$ cat src/rtl/victim_cache_ctrl_pkg.sv
// Shared types for the victim-cache controller: tags, way/age indices, bursts, FSM states.
package victim_cache_ctrl_pkg;

  localparam int TAG_WIDTH   = 12;
  localparam int OFFSET_BITS = 4;
  localparam int NUM_WAYS    = 4;

  typedef logic [TAG_WIDTH-1:0] lc3b_vc_tag;
  typedef logic [1:0]           lc3b_vc_way;
  typedef logic [1:0]           lc3b_vc_age;
  typedef logic [127:0]         lc3b_burst;
  typedef logic [15:0]          lc3b_word;

  typedef enum logic [2:0] {
    S_IDLE,
    S_CHECK,
    S_WRITEBACK,
    S_INSERT,
    S_RESPOND
  } vc_state_e;

  function automatic lc3b_vc_tag addr_tag(input lc3b_word addr);
    return addr[15:OFFSET_BITS];
  endfunction

endpackage

$ cat src/rtl/vc_lru.sv
// Four 2-bit age counters (0 = MRU, 3 = LRU); a touch makes one way MRU and ages the younger ones.
module vc_lru
  import victim_cache_ctrl_pkg::*;
(
  input  logic       clk,
  input  logic       rst,
  input  logic       touch,
  input  lc3b_vc_way way,
  output lc3b_vc_way lru_way
);

  lc3b_vc_age age_q [NUM_WAYS];
  lc3b_vc_age age_d [NUM_WAYS];

  always_comb begin
    for (int i = 0; i < NUM_WAYS; i++) begin
      age_d[i] = age_q[i];
    end
    if (touch) begin
      for (int i = 0; i < NUM_WAYS; i++) begin
        if (lc3b_vc_way'(i) == way) begin
          age_d[i] = '0;
        end else if (age_q[i] < age_q[way]) begin
          age_d[i] = age_q[i] + 2'd1;
        end
      end
    end
  end

  always_comb begin
    lru_way = '0;
    for (int i = 0; i < NUM_WAYS; i++) begin
      if (age_q[i] == 2'd3) lru_way = lc3b_vc_way'(i);
    end
  end

  always_ff @(posedge clk or posedge rst) begin
    if (rst) begin
      for (int i = 0; i < NUM_WAYS; i++) age_q[i] <= lc3b_vc_age'(i);
    end else begin
      for (int i = 0; i < NUM_WAYS; i++) age_q[i] <= age_d[i];
    end
  end

endmodule

$ cat src/rtl/victim_cache_ctrl.sv
// Tag/valid/dirty store and sequencing FSM for the 4-way fully-associative victim cache.
//   state     | meaning
//   IDLE      | waiting for l1_req
//   CHECK     | tag lookup, latch response, pick slot
//   WRITEBACK | dirty victim to memory until pmem_resp
//   INSERT    | write L1 evictee into slot
//   RESPOND   | one-cycle l1_resp
module victim_cache_ctrl
  import victim_cache_ctrl_pkg::*;
(
  input  logic         clk,
  input  logic         reset,
  input  logic         l1_req,
  input  logic [15:0]  l1_addr,
  input  logic         l1_evict_valid,
  input  logic [15:0]  l1_evict_addr,
  input  logic         l1_evict_dirty,
  input  logic [127:0] l1_evict_data,
  output logic         l1_resp,
  output logic         l1_hit,
  output logic         l1_hit_dirty,
  output logic [127:0] l1_rdata,
  output logic         dar_load,
  output logic [1:0]   dar_way,
  output logic [127:0] dar_data_in,
  input  logic [127:0] dar_out_a,
  input  logic [127:0] dar_out_b,
  input  logic [127:0] dar_out_c,
  input  logic [127:0] dar_out_d,
  output logic         pmem_write,
  output logic [15:0]  pmem_address,
  output logic [127:0] pmem_wdata,
  input  logic         pmem_resp
);

  vc_state_e           state_q, state_d;
  logic [NUM_WAYS-1:0] valid_q, valid_d, dirty_q, dirty_d;
  lc3b_vc_tag          tag_q [NUM_WAYS];
  lc3b_vc_tag          tag_d [NUM_WAYS];
  lc3b_vc_way          slot_q, slot_d;
  logic                hit_q, hit_d, hit_dirty_q, hit_dirty_d;
  lc3b_burst           rdata_q, rdata_d;

  lc3b_burst  way_data [NUM_WAYS];
  lc3b_vc_tag req_tag, ev_tag;
  logic       hit, ev_match, free_avail;
  lc3b_vc_way hit_way, ev_way, free_way, lru_way, slot_sel;
  logic       unused_offsets;

  assign way_data[0]    = dar_out_a;
  assign way_data[1]    = dar_out_b;
  assign way_data[2]    = dar_out_c;
  assign way_data[3]    = dar_out_d;
  assign req_tag        = addr_tag(l1_addr);
  assign ev_tag         = addr_tag(l1_evict_addr);
  assign unused_offsets = ^{l1_addr[OFFSET_BITS-1:0], l1_evict_addr[OFFSET_BITS-1:0]};

  // Descending scan so the lowest-index match wins.
  always_comb begin
    hit        = 1'b0;
    hit_way    = '0;
    ev_match   = 1'b0;
    ev_way     = '0;
    free_avail = 1'b0;
    free_way   = '0;
    for (int i = NUM_WAYS - 1; i >= 0; i--) begin
      if (valid_q[i] && tag_q[i] == req_tag) begin
        hit     = 1'b1;
        hit_way = lc3b_vc_way'(i);
      end
      if (valid_q[i] && tag_q[i] == ev_tag) begin
        ev_match = 1'b1;
        ev_way   = lc3b_vc_way'(i);
      end
      if (!valid_q[i]) begin
        free_avail = 1'b1;
        free_way   = lc3b_vc_way'(i);
      end
    end
    if (l1_evict_valid && hit) slot_sel = hit_way;
    else if (ev_match)         slot_sel = ev_way;
    else if (free_avail)       slot_sel = free_way;
    else                       slot_sel = lru_way;
  end

  vc_lru u_lru (
    .clk     (clk),
    .rst     (reset),
    .touch   (state_q == S_INSERT),
    .way     (slot_q),
    .lru_way (lru_way)
  );

  always_comb begin
    state_d      = state_q;
    valid_d      = valid_q;
    dirty_d      = dirty_q;
    tag_d        = tag_q;
    slot_d       = slot_q;
    hit_d        = hit_q;
    hit_dirty_d  = hit_dirty_q;
    rdata_d      = rdata_q;
    l1_resp      = 1'b0;
    dar_load     = 1'b0;
    dar_way      = '0;
    dar_data_in  = '0;
    pmem_write   = 1'b0;
    pmem_address = '0;
    pmem_wdata   = '0;
    unique case (state_q)
      S_IDLE: if (l1_req) state_d = S_CHECK;
      S_CHECK: begin
        hit_d       = hit;
        hit_dirty_d = hit && dirty_q[hit_way];
        rdata_d     = hit ? way_data[hit_way] : '0;
        slot_d      = slot_sel;
        if (!l1_evict_valid) begin
          // The line moves up to L1, so the victim copy is dropped.
          if (hit) valid_d[hit_way] = 1'b0;
          state_d = S_RESPOND;
        end else if (!hit && !ev_match && valid_q[slot_sel] && dirty_q[slot_sel]) begin
          state_d = S_WRITEBACK;
        end else begin
          state_d = S_INSERT;
        end
      end
      S_WRITEBACK: begin
        pmem_write   = 1'b1;
        pmem_address = {tag_q[slot_q], {OFFSET_BITS{1'b0}}};
        pmem_wdata   = way_data[slot_q];
        if (pmem_resp) state_d = S_INSERT;
      end
      S_INSERT: begin
        dar_load         = 1'b1;
        dar_way          = slot_q;
        dar_data_in      = l1_evict_data;
        tag_d[slot_q]    = ev_tag;
        valid_d[slot_q]  = 1'b1;
        dirty_d[slot_q]  = l1_evict_dirty;
        state_d          = S_RESPOND;
      end
      S_RESPOND: begin
        l1_resp = 1'b1;
        state_d = S_IDLE;
      end
      default: state_d = S_IDLE;
    endcase
  end

  assign l1_hit       = hit_q;
  assign l1_hit_dirty = hit_dirty_q;
  assign l1_rdata     = rdata_q;

  always_ff @(posedge clk or posedge reset) begin
    if (reset) begin
      state_q     <= S_IDLE;
      valid_q     <= '0;
      dirty_q     <= '0;
      slot_q      <= '0;
      hit_q       <= 1'b0;
      hit_dirty_q <= 1'b0;
      rdata_q     <= '0;
      for (int i = 0; i < NUM_WAYS; i++) tag_q[i] <= '0;
    end else begin
      state_q     <= state_d;
      valid_q     <= valid_d;
      dirty_q     <= dirty_d;
      slot_q      <= slot_d;
      hit_q       <= hit_d;
      hit_dirty_q <= hit_dirty_d;
      rdata_q     <= rdata_d;
      tag_q       <= tag_d;
    end
  end

endmodule

$ cat config.mk
export PLATFORM = sky130hd
export DESIGN_NAME = victim_cache_ctrl
export DESIGN_NICKNAME = d
export VERILOG_FILES = /design/src/rtl/victim_cache_ctrl_pkg.sv /design/src/rtl/vc_lru.sv /design/src/rtl/victim_cache_ctrl.sv
export SDC_FILE = /design/constraint.sdc
export NUM_CORES = 1
export LEC_CHECK = 0
export ABC_AREA = 1
export CORE_AREA = 2 2 424 426
export CTS_CLUSTER_DIAMETER = 30
export DETAILED_ROUTE_END_ITERATION = 6
export DIE_AREA = 0 0 426 428
export PLACE_DENSITY = 0.35
export SLEW_MARGIN = 20
export SYNTH_ARGS = -nofsm -noshare
export SYNTH_HDL_FRONTEND = slang
export SYNTH_HIERARCHICAL = 1
export SYNTH_SLANG_ARGS = --single-unit
$ cat constraint.sdc
create_clock -name clk -period 8.5 [get_ports clk]
set_input_delay 1.7 -clock clk [delete_from_list [all_inputs] [get_ports clk]]
set_output_delay 1.7 -clock clk [all_outputs]
set_load 0.01 [all_outputs]
# --- After elaboration in Yosys (flattened, before gate mapping) ---
# Index checks and enable logic that the tools add are counted.
totals:
  register_bits: 199
  in_bits: 678
  output_inout_bits: 407
classes:
  add_sub_neg: 4
  order_cmp: 12
  eq_ne: 22
  n_mux: 80
  bitwise_logic: 5
  n_reduce_logical: 31
ops:
  columns: ["operator", "n"]
  rows:
  - ["128-bit two-way mux", 7]
  - ["128-bit binary-select mux with 2-bit select", 2]
  - ["12-bit equality test", 8]
  - ["2-bit two-way mux", 28]
  - ["48-bit bitwise mux", 1]
  - ["12-bit two-way mux", 3]
  - ["12-bit binary-select mux with 2-bit select", 1]
  - ["12-bit demux with 2-bit select", 1]
  - ["1-bit two-way mux", 22]
  - ["1-bit logical AND", 16]
  - ["16-bit two-way mux", 1]
  - ["3-bit one-hot mux with 4 select lines", 1]
  - ["2-bit AND reduction", 5]
  - ["2-bit nonzero test", 5]
  - ["2-bit by 3-bit less-than comparator with 1-bit output (second input constant)", 3]
  - ["3-bit two-way mux", 3]
  - ["2-bit by 1-bit adder with 2-bit output (second input constant)", 4]
  - ["2-bit less-than comparator", 4]
  - ["4-bit two-way mux", 2]
  - ["2-bit inequality test (second input constant)", 4]
  - ["4-bit one-hot mux with 2 select lines", 1]
  - ["1-bit binary-select mux with 2-bit select", 3]
  - ["2-bit equality test (second input constant)", 3]
  - ["3-bit by 2-bit equality test with 1-bit output (second input constant)", 2]
  - ["other kinds (18)", 24]

# --- Longest topological paths before layout ---
# Gate-level depths: netlist of the first run.
logic_depth:
  depth_word: 15
  ltp_mapped: 19
  mapped_depth_nobuf: 17

# --- Modules after synthesis ---
# Netlist of the first run, hierarchy kept.
by_module_without_submodules:
  columns: ["module", "instances", "cells_per_inst", "area_each_um2", "seq_area_each_um2"]
  rows:
  - ["victim_cache_ctrl", 1, 2806, 17170.2, 4779.6]
  - ["vc_lru", 1, 107, 681.9, 205.2]

# --- Least setup slack after synthesis of the first run ---
# Ideal clock, no wire load.
synth_path:
  path_type: "input -> output"
  start: "in dar_out_d[10]"
  end: "out pmem_wdata[10]"
  t_arrival_ps: 2131
  required_ps: 6800
  slack_ps: 4669
  cell_stages: 4
  path_buffers: 0
  cell_sequence: "inv_1 -> o22ai_1 -> a221oi_1 -> nor2_1"
synth_via:
  elab_chain_len: 4
synth_rtl:
  columns: ["element", "line", "rtl"]
  rows:
  - ["from (decl)", "victim_cache_ctrl.sv:29", "input logic [127:0] dar_out_d,"]
  - ["128-bit binary-select mux with 2-bit select", "victim_cache_ctrl.sv:130", "pmem_wdata = way_data[slot_q];"]
  - ["128-bit two-way mux (implied by the code) (2 in a row)", "victim_cache_ctrl.sv:130", null]
  - ["128-bit two-way mux", "victim_cache_ctrl.sv:110", "unique case (state_q)"]
  - ["to (decl)", "victim_cache_ctrl.sv:32", "output logic [127:0] pmem_wdata,"]
# No other way between the ends. The select of a mux whose other input is x is not followed.

# --- Worst setup path after layout of the first run ---
layout_path:
  start: "reg slot_q[0]"
  end: "out pmem_wdata[43]"
layout_via:
  elab_chain_len: 5
layout_rtl:
  columns: ["element", "line", "rtl"]
  rows:
  - ["from (decl)", "victim_cache_ctrl.sv:40", "lc3b_vc_way slot_q, slot_d;"]
  - ["from (signal assigned)", "victim_cache_ctrl.sv:168", "slot_q <= slot_d;"]
  - ["2-bit inverter with 3-bit output (implied by the code)", "victim_cache_ctrl.sv:130", null]
  - ["128-bit binary-select mux with 2-bit select", "victim_cache_ctrl.sv:130", null]
  - ["128-bit two-way mux (implied by the code) (2 in a row)", "victim_cache_ctrl.sv:130", null]
  - ["128-bit two-way mux", "victim_cache_ctrl.sv:110", null]
# No other way between the ends. The select of a mux whose other input is x is not followed.

==> flow_metrics.env, run 1 <==
export IMPL_syn_inst=2913
export IMPL_worst_pin_slew_ps=1170
export IMPL_grt_pass1_wl_um=235000
export IMPL_ys_flop_type="dfrtp_1"
export IMPL_met1_length_um=71800
export IMPL_max_cap_violations=0
export IMPL_overflow=0
export IMPL_initial_core_util_pct=10.0
export IMPL_r2r_setup_slack_ps=4810
export IMPL_final_common_cell="clkdlybuf4s50_1"
export IMPL_p_sw_w=0.00319
export IMPL_setup_worst_path_start="slot_q[0]"
export IMPL_route_met2_wl_um=84300
export IMPL_slew_violations=0
export IMPL_synthArstFlopShare_pct=100
export IMPL_cp_required_ps=6800
export IMPL_netlist_area_leader_share_pct=27.3
export IMPL_cpMostUsedCell="buf_4"
export IMPL_fin_crit_sh_pct=74.2
export IMPL_pwr_share_clk_pct=16.4
export IMPL_r2r_end="l1_rdata[57]"
export IMPL_die_h_um=428
export IMPL_cp_depth=7
export IMPL_wl_met3_um=18300
export IMPL_clock_sinks=199
export IMPL_synth_area_top_cells="dfrtp_1, nand2_1, inv_1, nor2_1, o22ai_1"
export IMPL_setup_viol=0
export IMPL_ctsResizeCount=0
export IMPL_grt_max_degree=135
export IMPL_synth_area_leader_cell="dfrtp_1"
export IMPL_critPathBufInv=4
export IMPL_r2r_cells=14
export IMPL_syn_cell_area_um2=17900
export IMPL_rsz0062_at_grt="no"
export IMPL_endpoint_kind="output pin"
export IMPL_crit_path_cell_trace="inv_1 > nor2_4 > buf_4 > buf_4 > a221oi_1 > nor2_1 > clkdlybuf4s50_1"
export IMPL_ys_seq_elements=199
export IMPL_grt_use_total_pct=19.1
export IMPL_pwr_share_seq_pct=21.7
export IMPL_finalHoldViolCount=0
export IMPL_cellLeakagePower_nw=14.8
export IMPL_ir_drop_uv=268
export IMPL_drtIter0Drc=2215
export IMPL_outcome="finished, final reports clean"
export IMPL_avgSynthCellArea_um2=6.13
export IMPL_layout_drive_gt1_share_pct=3.10
export IMPL_cpMaxStageDelayCell="nor2_4"
export IMPL_clk_latency_ps=580
export IMPL_top_layer="met5"
export IMPL_period_minus_slack_ps=6310
export IMPL_ctsHoldBuffers=0
export IMPL_synth_edff_count=0
export IMPL_ant_nets=0
export IMPL_critical_path_class="reg2out"
export IMPL_p_sw_share_pct=52.7
export IMPL_startpoint_type="flop"
export IMPL_root_buffer="clkbuf_16"
export IMPL_core_um2=178000
export IMPL_cts_tree="built"
export IMPL_relSlewSlack_pct=22.2
export IMPL_pwr_share_comb_pct=61.9
export IMPL_detail_route_first_pass_iterations=6
export IMPL_layout_common_cells="clkdlybuf4s50_1, nand2_1, inv_1, nor2_1, a21oi_1"
export IMPL_nets=4549
export IMPL_cp_slowest_stage_delay_ps=910
export IMPL_yosys_cell_types_count=40
export IMPL_gp_congestion=0.922
export IMPL_r2r_start="valid_q[0]"
export IMPL_dp_hpwl_um=145000
export IMPL_clk_pin_slew_ps=90
export IMPL_ys_seq_area_share_pct=27.9
export IMPL_routed_wl_um=181000
export IMPL_htreeDepth=4
export IMPL_cts_buffers=17
export IMPL_row_count=155
export IMPL_fmax_ghz=0.159
export IMPL_path_max_fanout=30
export IMPL_cts_setup_buffers=0
export IMPL_wl_per_cell_um=28.9
export IMPL_clock_skew_ps=31.4
export IMPL_syn_to_final_growth_pct=78.3
export IMPL_die_w_um=426
export IMPL_finalSetupTns_ps=0
export IMPL_preCtsSetupSlack_ps=2620
export IMPL_clock_path_buffers=2
export IMPL_first_global_vias=24900
export IMPL_drt_vias_per_instance=4.09
export IMPL_dieArea_um2=182000
export IMPL_layout_setup_ws_ps=2190
export IMPL_drcViolationCount=0
export IMPL_power_density_nw_per_um2=190
export IMPL_yosysWarnings=6
export IMPL_holdWs_ps=481
export IMPL_antenna_found_initial=114
export IMPL_vias=25600
export IMPL_p_int_w=0.00287
export IMPL_io_buffers=1072
export IMPL_crit_arrival_ps=4610
export IMPL_final_util_pct=17.9
export IMPL_hp_class="reg2reg"
export IMPL_ioPinCount=1085
export IMPL_cp_endpoint="pmem_wdata[43]"
export IMPL_power_total_w=0.00606
export IMPL_cp_top_family="buffers and inverters"
==> cell families (layout without fill, tap and decap cells) <==
kind of cell | count (synthesis) | in the layout | share of synthesized area, %
fa+ha+maj | 7 | 7 | 0.491
simple gates | 1206 | 1206 | 26.4
compound gates | 810 | 810 | 29.3
flops | 199 | 199 | 27.9
xor+xnor | 8 | 8 | 0.393
buf+inv | 682 | 1643 | 15.4
other cells | 1 | 39 | 0.0210
==> cell usage after synthesis, types with 8 or more instances <==
cell	count
buf_6	15
nand3_1	77
o22ai_1	217
o2111ai_1	25
nand2_1	693
inv_2	9
inv_1	478
buf_1	22
buf_2	16
xnor2_1	8
nand4_1	12
nor2_1	400
o21ai_0	95
nand2_2	9
a21oi_1	218
a21o_1	103
clkbuf_1	124
dfrtp_1	195
buf_4	15
a221oi_1	141
==> power by group through the flow <==
stage | logic [W] | registers (W) | clock network, W
after floorplan | 0.00175 | 0.00124 | 0
after CTS | 0.00381 | 0.00131 | 0.00105
after global routing | 0.00403 | 0.00133 | 0.00107
final | 0.00375 | 0.00131 | 0.000994
after detailed placement | 0.00379 | 0.00132 | 0
after global placement | 0.00381 | 0.00133 | 0
==> worst register-to-register path, delay by kind of cell (launching register included) <==
| family | cells | cell delay, ps |
|---|---|---|
| AO/OA/AOI/OAI | 3 | 840 |
| buffers and inverters | 3 | 1230 |
| AND/OR/NAND/NOR | 8 | 970 |
| flip-flops | 1 | 630 |
==> per-stage QoR <==
stage | area (um^2) | std cells
after floorplan | 17900 | 2916
after global placement | 31100 | 6199
after detailed placement | 31100 | 6199
after CTS | 31700 | 6231
after global routing | 31800 | 6252
final | 31800 | 6267
==> how the worst min path moves through the flow <==
| stage | start | end | slack (ps) | cells past startpoint |
|---|---|---|---|---|
| after floorplan | state_q[0] | state_q[0] | 460 | 1 |
| after global placement | l1_rdata[90] | l1_rdata[90] | 460 | 1 |
| after detailed placement | l1_rdata[12] | l1_rdata[12] | 460 | 1 |
| after CTS | l1_rdata[1] | l1_rdata[1] | 480 | 1 |
| after global routing | l1_hit | l1_hit | 500 | 2 |
| final | l1_rdata[1] | l1_rdata[1] | 480 | 1 |
==> area by class of cell <==
type | instances | area [um^2]
fillers | 20600 | 146000
repair buffers | 1122 | 11200
multi-input cells | 2035 | 10200
flip-flops and latches | 199 | 4980
well taps | 2355 | 2950
inverters | 489 | 1870
clock buffers | 20 | 467
clock inverters | 12 | 134
diodes | 35 | 87.6
==> flip-flops by register name (all words and copies together), names as in the netlist <==
register      flops
dirty_q           4
u_lru/age_q       8
l1_rdata        128
tag_q            48
state_q           3
l1_hit            1
l1_hit_dirty      1
slot_q            2
valid_q           4
==> per-layer routing <==
metal / vias to the layer above / global-route usage (%)
met4: 74 / 6.79
met1: 12500 / 22.5
li1: 11600 / -
met2: 1223 / 31.0
met5: - / 0
met3: 257 / 7.93
Power figures use the tool's default switching activity.
==> run 2: changes to the inputs <==
==> constraint.sdc (replaced) <==
create_clock -name clk -period 6.5 [get_ports clk]
set_input_delay 1.3 -clock clk [delete_from_list [all_inputs] [get_ports clk]]
set_output_delay 1.3 -clock clk [all_outputs]
set_load 0.01 [all_outputs]
==> run 2 against run 1 <==
Effect of this change: non-clock buffer count rose by 22; clock skew rose by 11 ps; power up 31%; sequential power rose by 31%; flip-flop and latch count is the same; count of clock-buffer cells in the layout is 1 lower; first-iteration DRC count rose by 12%; wire length barely moved.
==> flow_metrics.env, run 2 (synthesized netlist as in run 1, its figures left out) <==
export IMPL_worst_pin_slew_ps=1200
export IMPL_drcViolationCount=0
export IMPL_routed_wl_um=181000
export IMPL_final_common_cell="clkdlybuf4s50_1"
export IMPL_ff_latch_area_um2=4980
export IMPL_cts_tree="built"
export IMPL_overflow=0
export IMPL_cp_slowest_stage_delay_ps=760
export IMPL_cts_setup_buffers=0
export IMPL_endpoint_kind="output pin"
export IMPL_ctsResizeCount=0
export IMPL_relSlewSlack_pct=20.2
export IMPL_final_util_pct=18.1
export IMPL_max_cap_violations=0
export IMPL_clock_skew_ps=42.9
export IMPL_slew_violations=0
export IMPL_rsz0062_at_grt="no"
export IMPL_die_h_um=428
export IMPL_crit_arrival_ps=4210
export IMPL_ir_drop_uv=303
export IMPL_finalHoldViolCount=0
export IMPL_setup_worst_path_start="slot_q[0]"
export IMPL_layout_common_cells="clkdlybuf4s50_1, nand2_1, inv_1, nor2_1, a21oi_1"
export IMPL_r2r_start="tag_q[1]"
export IMPL_row_count=155
export IMPL_grt_use_total_pct=19.1
export IMPL_outcome="finished, final reports clean"
export IMPL_nets=4571
export IMPL_initial_core_util_pct=10.0
export IMPL_fmax_ghz=0.182
export IMPL_ant_nets=0
export IMPL_fin_crit_sh_pct=84.8
export IMPL_htreeDepth=4
export IMPL_vias=25700
export IMPL_layout_drive_gt1_share_pct=3.62
export IMPL_critical_path_class="reg2out"
export IMPL_fillers=20600
export IMPL_ctsHoldBuffers=0
export IMPL_hp_class="reg2reg"
export IMPL_clock_sinks=199
export IMPL_first_global_vias=25200
export IMPL_drtIter0Drc=2478
export IMPL_grt_max_degree=111
export IMPL_io_buffers=1072
export IMPL_setup_viol=0
export IMPL_cts_buffers=17
export IMPL_gp_congestion=0.933
export IMPL_power_density_nw_per_um2=248
export IMPL_crit_path_cell_trace="inv_1 > nor2_4 > buf_12 > a221oi_1 > nor2_1 > clkdlybuf4s50_1"
export IMPL_min_from="l1_rdata[116]"
export IMPL_grt_pass1_wl_um=237000
export IMPL_wl_per_cell_um=28.7
export IMPL_syn_to_final_growth_pct=79.7
export IMPL_path_max_fanout=19
export IMPL_dieArea_um2=182000
export IMPL_clk_pin_slew_ps=90
export IMPL_detail_route_first_pass_iterations=5
export IMPL_startpoint_type="flop"
export IMPL_dp_hpwl_um=148000
export IMPL_cpMaxStageDelayCell="nor2_1"
export IMPL_core_um2=178000
export IMPL_clk_latency_ps=570
export IMPL_largest_reg_flops=128
export IMPL_clock_path_buffers=2
export IMPL_cellLeakagePower_nw=14.9
export IMPL_period_minus_slack_ps=5510
export IMPL_ioPinCount=1085
export IMPL_die_w_um=426
export IMPL_finalSetupTns_ps=0
export IMPL_multi_input_area_um2=10200
export IMPL_cp_required_ps=5200
export IMPL_drt_vias_per_instance=4.08
export IMPL_antenna_found_initial=115
export IMPL_root_buffer="clkbuf_16"
==> run 2: changes by cell type in the layout (fill, tap and decap cells not counted), moves of 2 or more <==
cell,previous run,this run
clkinv_4,4,2
clkinvlp_4,1,4
buf_4,47,63
buf_12,2,8
inv_8,6,4
diode_2,35,50
clkbuf_8,3,1
==> run 2: path summary, 6_finish.rpt <==
kind | end | slack [ps] | cells past startpoint
worst min-delay path | l1_rdata[116] | 480 | 1
worst max-delay path | pmem_wdata[46] | 990 | 6
min in group asynchronous | l1_rdata[7] | 1190 | 2
max in group asynchronous | l1_rdata[52] | 3870 | 3
worst min register to register | l1_rdata[116] | 480 | 1
worst max register to register | l1_rdata[0] | 3080 | 16
==> run 2: cell type report <==
type,instances,area share (%)
clock inverters,13,0.441
well taps,2355,9.19
diodes,50,0.390
multi-input cells,2035,31.8
flip-flops and latches,199,15.5
inverters,489,5.83
clock buffers,19,1.38
repair buffers,1144,35.4
==> run 2: metal layers <==
layer	track usage, %	wire [um]	share of wire (%)
met3	6.99	16800	9.3
met1	23.0	73300	40
met4	6.85	6050	3.3
met5	0	488	0.27
met2	31.1	84400	47
==> run 2: where the power goes <==
part / internal, W / leakage [nW] / switching [W] / total [W]
Clock: 0.000553 / 0.275 / 0.000716 / 0.00127
Combinational: 0.00177 / 12.0 / 0.00320 / 0.00497
Sequential: 0.00143 / 2.58 / 0.000283 / 0.00172
Total: 0.00376 / 14.9 / 0.00420 / 0.00796
==> run 2: worst max-delay path: cells and delay by family (launching register included) <==
kind	cells	cell delay, ps
AO/OA/AOI/OAI	1	120
flip-flops	1	720
AND/OR/NAND/NOR	2	1510
buffers and inverters	3	1280
==> run 2: per-stage QoR <==
stage / instances / area, um^2 / hold WS [ps] / total power [W] / worst slack (ps)
final: 6304 / 32100 / 484 / 0.00796 / 991
after global routing: 6279 / 32000 / 502 / 0.00846 / 890
after CTS: 6253 / 31900 / 483 / 0.00808 / 951
after detailed placement: 6221 / 31400 / 464 / 0.00674 / 1480
after global placement: 6221 / 31400 / 459 / 0.00676 / 1500
after floorplan: 2916 / 17900 / 458 / 0.00391 / 1.16
